### src/rtl/pend_grant_server.sv
// pend_grant_server
//
// Sequential request server feeding the 12-input priority encoder path.
// Pulsed requests are captured into a sticky pending register; one grant at a
// time is issued over a valid/ready handshake, highest-numbered pending line
// first. A line is retired on its handshake. A repeat request on a line that
// is already pending is collapsed and flagged as an overrun.
//
// Optional feature macro: PEND_SECOND_EN
//   When defined, out2_idx/out2_hit report the second-highest pending line
//   captured at grant load time (informational only).
//
// Ports:
//   clk        in   single clock, all state on rising edge
//   rst_n      in   synchronous active-low reset
//   req        in   [NREQ-1:0] request pulses, set pending bits
//   out_idx    out  [3:0] granted line index, 4'hF when no grant is loaded
//   out_valid  out  grant presented
//   out_ready  in   consumer accepts grant (ignored while idle)
//   pending    out  [NREQ-1:0] current pending register
//   overrun    out  sticky repeat-request flag
//   ovr_clr    in   clears overrun (a simultaneous set wins)
//   grant_cnt  out  [CNT_W-1:0] completed handshakes, saturating
//   out2_idx   out  [3:0] second-highest pending at load (PEND_SECOND_EN)
//   out2_hit   out  out2_idx is valid (PEND_SECOND_EN)

module pend_grant_server #(
   parameter int unsigned NREQ  = 12,
   parameter int unsigned CNT_W = 8
) (
   input  logic             clk,
   input  logic             rst_n,
   input  logic [NREQ-1:0]  req,
   output logic [3:0]       out_idx,
   output logic             out_valid,
   input  logic             out_ready,
   output logic [NREQ-1:0]  pending,
   output logic             overrun,
   input  logic             ovr_clr,
   output logic [CNT_W-1:0] grant_cnt
`ifdef PEND_SECOND_EN
   ,
   output logic [3:0]       out2_idx,
   output logic             out2_hit
`endif
);

   localparam logic [3:0] IDX_NONE = 4'hF;

   typedef enum logic {
      IDLE,
      GRANT
   } state_t;

   state_t            state_q, state_d;
   logic [NREQ-1:0]   pending_q, pending_d;
   logic [3:0]        out_idx_q, out_idx_d;
   logic              overrun_q, overrun_d;
   logic [CNT_W-1:0]  grant_cnt_q, grant_cnt_d;

   logic              hs;
   logic [NREQ-1:0]   retire_mask;
   logic [3:0]        top_idx;

   // Highest set bit; IDX_NONE when the vector is empty.
   function automatic logic [3:0] highest(input logic [NREQ-1:0] v);
      logic [3:0] idx;
      idx = IDX_NONE;
      for (int unsigned i = 0; i < NREQ; i++) begin
         if (v[i]) idx = 4'(i);
      end
      return idx;
   endfunction

   assign hs          = (state_q == GRANT) && out_ready;
   assign retire_mask = hs ? (NREQ'(1) << out_idx_q) : '0;
   assign top_idx     = highest(pending_q);

`ifdef PEND_SECOND_EN
   logic [3:0]      out2_idx_q, out2_idx_d;
   logic            out2_hit_q, out2_hit_d;
   logic [NREQ-1:0] rest;

   // Pending with the top line removed; its highest bit is the runner-up.
   assign rest = pending_q & ~(NREQ'(1) << top_idx);
`endif

   always_comb begin
      state_d     = state_q;
      out_idx_d   = out_idx_q;
`ifdef PEND_SECOND_EN
      out2_idx_d  = out2_idx_q;
      out2_hit_d  = out2_hit_q;
`endif
      // A new request overrides a retire on the same edge.
      pending_d   = (pending_q & ~retire_mask) | req;

      if (|(req & pending_q & ~retire_mask)) begin
         overrun_d = 1'b1;
      end else if (ovr_clr) begin
         overrun_d = 1'b0;
      end else begin
         overrun_d = overrun_q;
      end

      grant_cnt_d = grant_cnt_q;
      if (hs && (grant_cnt_q != '1)) begin
         grant_cnt_d = grant_cnt_q + CNT_W'(1);
      end

      unique case (state_q)
         IDLE: begin
            if (pending_q != '0) begin
               out_idx_d  = top_idx;
`ifdef PEND_SECOND_EN
               out2_idx_d = highest(rest);
               out2_hit_d = (rest != '0);
`endif
               state_d    = GRANT;
            end else begin
               out_idx_d  = IDX_NONE;
            end
         end
         GRANT: begin
            if (out_ready) begin
               out_idx_d  = IDX_NONE;
`ifdef PEND_SECOND_EN
               out2_idx_d = IDX_NONE;
               out2_hit_d = 1'b0;
`endif
               state_d    = IDLE;
            end
         end
         default: state_d = IDLE;
      endcase
   end

   always_ff @(posedge clk) begin
      if (!rst_n) begin
         state_q     <= IDLE;
         pending_q   <= '0;
         out_idx_q   <= IDX_NONE;
         overrun_q   <= 1'b0;
         grant_cnt_q <= '0;
`ifdef PEND_SECOND_EN
         out2_idx_q  <= IDX_NONE;
         out2_hit_q  <= 1'b0;
`endif
      end else begin
         state_q     <= state_d;
         pending_q   <= pending_d;
         out_idx_q   <= out_idx_d;
         overrun_q   <= overrun_d;
         grant_cnt_q <= grant_cnt_d;
`ifdef PEND_SECOND_EN
         out2_idx_q  <= out2_idx_d;
         out2_hit_q  <= out2_hit_d;
`endif
      end
   end

   assign out_idx   = out_idx_q;
   assign out_valid = (state_q == GRANT);
   assign pending   = pending_q;
   assign overrun   = overrun_q;
   assign grant_cnt = grant_cnt_q;
`ifdef PEND_SECOND_EN
   assign out2_idx  = out2_idx_q;
   assign out2_hit  = out2_hit_q;
`endif

endmodule

### config.mk
export PLATFORM = sky130hd
export DESIGN_NAME = pend_grant_server
export DESIGN_NICKNAME = d
export VERILOG_FILES = /design/src/rtl/pend_grant_server.sv
export SDC_FILE = /design/constraint.sdc
export NUM_CORES = 1
export LEC_CHECK = 0
export ABC_AREA = 1
export CORE_MARGIN = 2
export CORE_UTILIZATION = 51
export CTS_CLUSTER_DIAMETER = 150
export DETAILED_ROUTE_END_ITERATION = 12
export DONT_BUFFER_PORTS = 1
export PLACE_DENSITY = 0.71
export SLEW_MARGIN = 0
export SYNTH_ARGS = -nofsm -noshare
export SYNTH_HDL_FRONTEND = slang
export SYNTH_SLANG_ARGS = --single-unit
### constraint.sdc
create_clock -name clk -period 1.4 [get_ports clk]
set_input_delay 0.42 -clock clk [delete_from_list [all_inputs] [get_ports clk]]
set_output_delay 0.42 -clock clk [all_outputs]
set_load 0.02 [all_outputs]
==> summary.md <==
| Metric | Value |
|---|---|
| Fin crit period | `roughly 1400 ps` |
| Post-route DRC violation count | `0` |
| Min-delay worst type | `in -> reg` |
| Synth top area cells | `dfxtp_1 38%, nand2_1 10%, inv_1 7.6%` |
| Reg2reg start | `grant_cnt[0]$_SDFFE_PN0P_` |
| Final hold vios | `0` |
| Yosys Warn Count | `0` |
| Switching power | `494.9 uW` |
| Crit path required time | `roughly 1600 ps` |
| Core Footprint | `0.002522 mm^2` |
| Initial DRT Pass Iterations | `6` |
| Std-Cell Rows | `18` |
| Fillers | `around 210` |
| Clk root buf | `clkbuf_4` |
| Number of max-cap violations | `0` |
| CP Capture Type | `flop` |
| Hold Startpoint | `rst_n` |
| Gp weighted congestion | `0.8347` |
| CTS clk-pin slew, worst paths | `140 ps` |
| Slew headroom | `between 80 and 90%` |
| I/O Pins | `42` |
| Via/cell ratio | `between 5 and 6` |
| Outcome | `finished, violations left` |
| Terminus of the critical flop-to-flop path | `grant_cnt[4]$_SDFFE_PN0P_` |
| P_int | `between 1 and 1.5 mW` |
| CP peak stage delay | `approximately 380 ps` |
| Cell variety after synth | `28` |
| Synth Area per Inst | `6.882 um^2` |
| Worst Path Max Fanout | `5` |
| Startpoint Class | `flop` |
| Worst reg2reg path depth | `8` |
| Via count | `around 1,400` |
| Total Routed Length | `between 3000 and 4000 um` |
| Fin area | `around 0.0017 mm^2` |
| Worst skew pair latency | `320 ps` |
| Placed Instance Area | `0.001629 mm^2` |
| Chip Height | `55.95 um` |
| Area share of the largest cell type after synthesis | `~38%` |
| Fraction of layout cells with a size suffix above 1 | `32.47%` |
| Cell area after synthesis | `~0.0014 mm^2` |
| Worst Skew | `about 3.3 ps` |
| Arrival time worst endpoint | `1640 ps` |
| Gate power share | `22.6%` |
| First-pass GRT wire length | `approximately 5300 um` |
| Slew @ Worst Pin | `246.0 ps` |
| Initial Util | `54.56%` |
| Final worst-path cycle share | `100.5%` |
| CTS H-tree lvls | `1` |
| Most frequent cells in the layout | `36 x nand2_1, 28 x inv_1, 28 x buf_4, 20 x nor2_1, 18 x dfxtp_1` |
| WP buf/inv | `1` |
| Hold Path Sink | `out_idx[3]$_SDFFE_PN1P_` |
| Syn_nets | `roughly 220` |
| Initial antenna violation count | `0` |
| Hpwl dp | `approximately 2700 um` |
| CTS sink cnt | `26` |
| Setup violations, final | `2` |
| CTS Buf Count | `3` |
| GRT Total Usage | `21.41%` |
| Die Wd | `between 50 and 60 um` |
| Diode count | `0` |
| Failing checks | `negative setup slack` |
| Layout area overhead | `26.82%` |
| Die area | `between 0.003 and 0.004 mm^2` |
| Antenna Nets Post-Route | `0` |
| Post-synthesis async set-or-reset flop share | `0%` |
| Seq pwr share | `between 50 and 60%` |
| Setup Crit Path Kind | `reg -> reg` |
| Worst VDD drop | `0.0006608 V` |
| Fin. max-slew vios | `0` |
| Critical path cell sequence | `ha_4 -> nand3_2 -> nor2_2 -> a21oi_4 -> inv_2 -> nor3_4 -> a21oi_2 -> o21a_1` |
| Switch share | `31.44%` |
| Post-synth EDFFs | `0` |
| Largest area contributor in the netlist | `dfxtp_1` |
| Fmax | `slightly above 0.7 GHz` |
| IO buf count | `0` |
| Critical Path Slowest Stage Cell | `dfxtp_4` |
| Reg-to-reg slack, setup | `-7 ps` |
| Setup tns final | `-7.365 ps` |
| Top_reg_cell synth | `dfxtp_1` |
| Final core utilization | `between 60 and 70%` |
| Setup WS post-layout | `-7.286 ps` |
| Power per Cell Area | `901.7 mW/mm^2` |
| Post-synthesis sequential area ratio | `between 30% and 40%` |
| Drt initial violations | `64` |
| Cell class contributing the biggest share of worst-path delay | `compound AO/OA/AOI/OAI gates` |
| Post-synthesis instance total | `200` |
| Vias in the first global route | `1,322` |
| Leakage | `around 0.8 nW` |
| Overflow after GRT | `0` |
| Most common cell after layout, fill and taps aside | `nand2_1` |
| Largest net degree at the start of global routing | `15` |
| Placement Setup Slack | `-22.38 ps` |
| Nets | `roughly 250` |
| CTS tree | `built` |
| Power, Total | `around 1.6 mW` |
| Hold Path Depth | `1` |
| Clk pwr share | `~24%` |
| Drt wl/cell | `~13 um` |
| RSZ-0062 raised after global routing | `true` |
| Flops & latches, synth | `26` |
| Clock Tree Buf Depth | `2` |
## synthesized netlist by cell type, types with 2 or more instances
| cell type | instances |
|---|---|
| a21oi_1 | 17 |
| nand2_1 | 37 |
| nand3_1 | 15 |
| nor2_1 | 22 |
| nor2_2 | 8 |
| dfxtp_1 | 26 |
| nor3_1 | 2 |
| nand2_2 | 4 |
| inv_1 | 28 |
| o21a_1 | 2 |
| inv_2 | 4 |
| nand4_1 | 4 |
| o21ai_0 | 14 |
| nor3_2 | 3 |
## logic make-up after synthesis
| group | share of synthesized area (%) |
|---|---|
| compound gates | 14.55 |
| fa+ha+maj | 0.9089 |
| buf+inv | 10.18 |
| flops | 37.82 |
| simple gates | 36.55 |
## layout make-up
cell class | instances | area (um^2) | share of cell area, %
inverters | 33 | 123.9 | 7.097
repair buffers | 29 | 221.5 | 12.69
multi-input cells | 139 | 788.3 | 45.16
clock buffers | 4 | 36.28 | 2.079
well taps | 30 | 37.54 | 2.151
flip-flops and latches | 26 | 538.0 | 30.82
## registers in the layout (all words and copies together) (netlist names)
register and cells:
out_idx 4, pending 12, grant_cnt 8, overrun 1, out_valid 1
## metrics by stage
step,instances,hold slack (ps)
2_1_floorplan,200,495.3
3_3_place_gp,255,492.2
3_5_place_dp,255,496.9
4_1_cts,260,143.5
5_1_grt,261,148.9
6_report,261,150.4
## power groups by stage
stage	Combinational, mW	Sequential [mW]	Clock, mW
final	0.356	0.833	0.384
after global routing	0.392	0.838	0.410
after CTS	0.341	0.827	0.394
after detailed placement	0.337	0.842	0
after global placement	0.329	0.840	0
after floorplan	0.173	0.898	0
## how the worst max path moves through the flow
stage / start / endpoint / slack [ps] / cells after the start
floorplan: grant_cnt[0]$_SDFFE_PN0P_ / grant_cnt[4]$_SDFFE_PN0P_ / 1 / 8
global placement: grant_cnt[0]$_SDFFE_PN0P_ / grant_cnt[4]$_SDFFE_PN0P_ / 50 / 8
detailed placement: grant_cnt[0]$_SDFFE_PN0P_ / grant_cnt[4]$_SDFFE_PN0P_ / -20 / 8
CTS: grant_cnt[0]$_SDFFE_PN0P_ / grant_cnt[5]$_SDFFE_PN0P_ / 30 / 8
global route: grant_cnt[0]$_SDFFE_PN0P_ / grant_cnt[4]$_SDFFE_PN0P_ / -100 / 8
finish: grant_cnt[0]$_SDFFE_PN0P_ / grant_cnt[4]$_SDFFE_PN0P_ / -7 / 8
## timing repair
| item | in CTS | in global routing |
|---|---|---|
| buffers inserted | 1 | 1 |
| pin swaps | 2 | 4 |
| resized for setup | 2 | 21 |
| hold buffers | 0 | 0 |
| endpoints found under the setup margin | 3 | 10 |
## per-layer routing
metal | GRT usage [%] | wire (um) | part of all wire (%)
met5 | 0 | 0 | 0
met4 | 9.864 | 39 | 1.1
met3 | 4.651 | 218 | 6.3
met2 | 41.33 | 1856 | 54
met1 | 21.53 | 1322 | 38
Power figures use the tool's default switching activity.
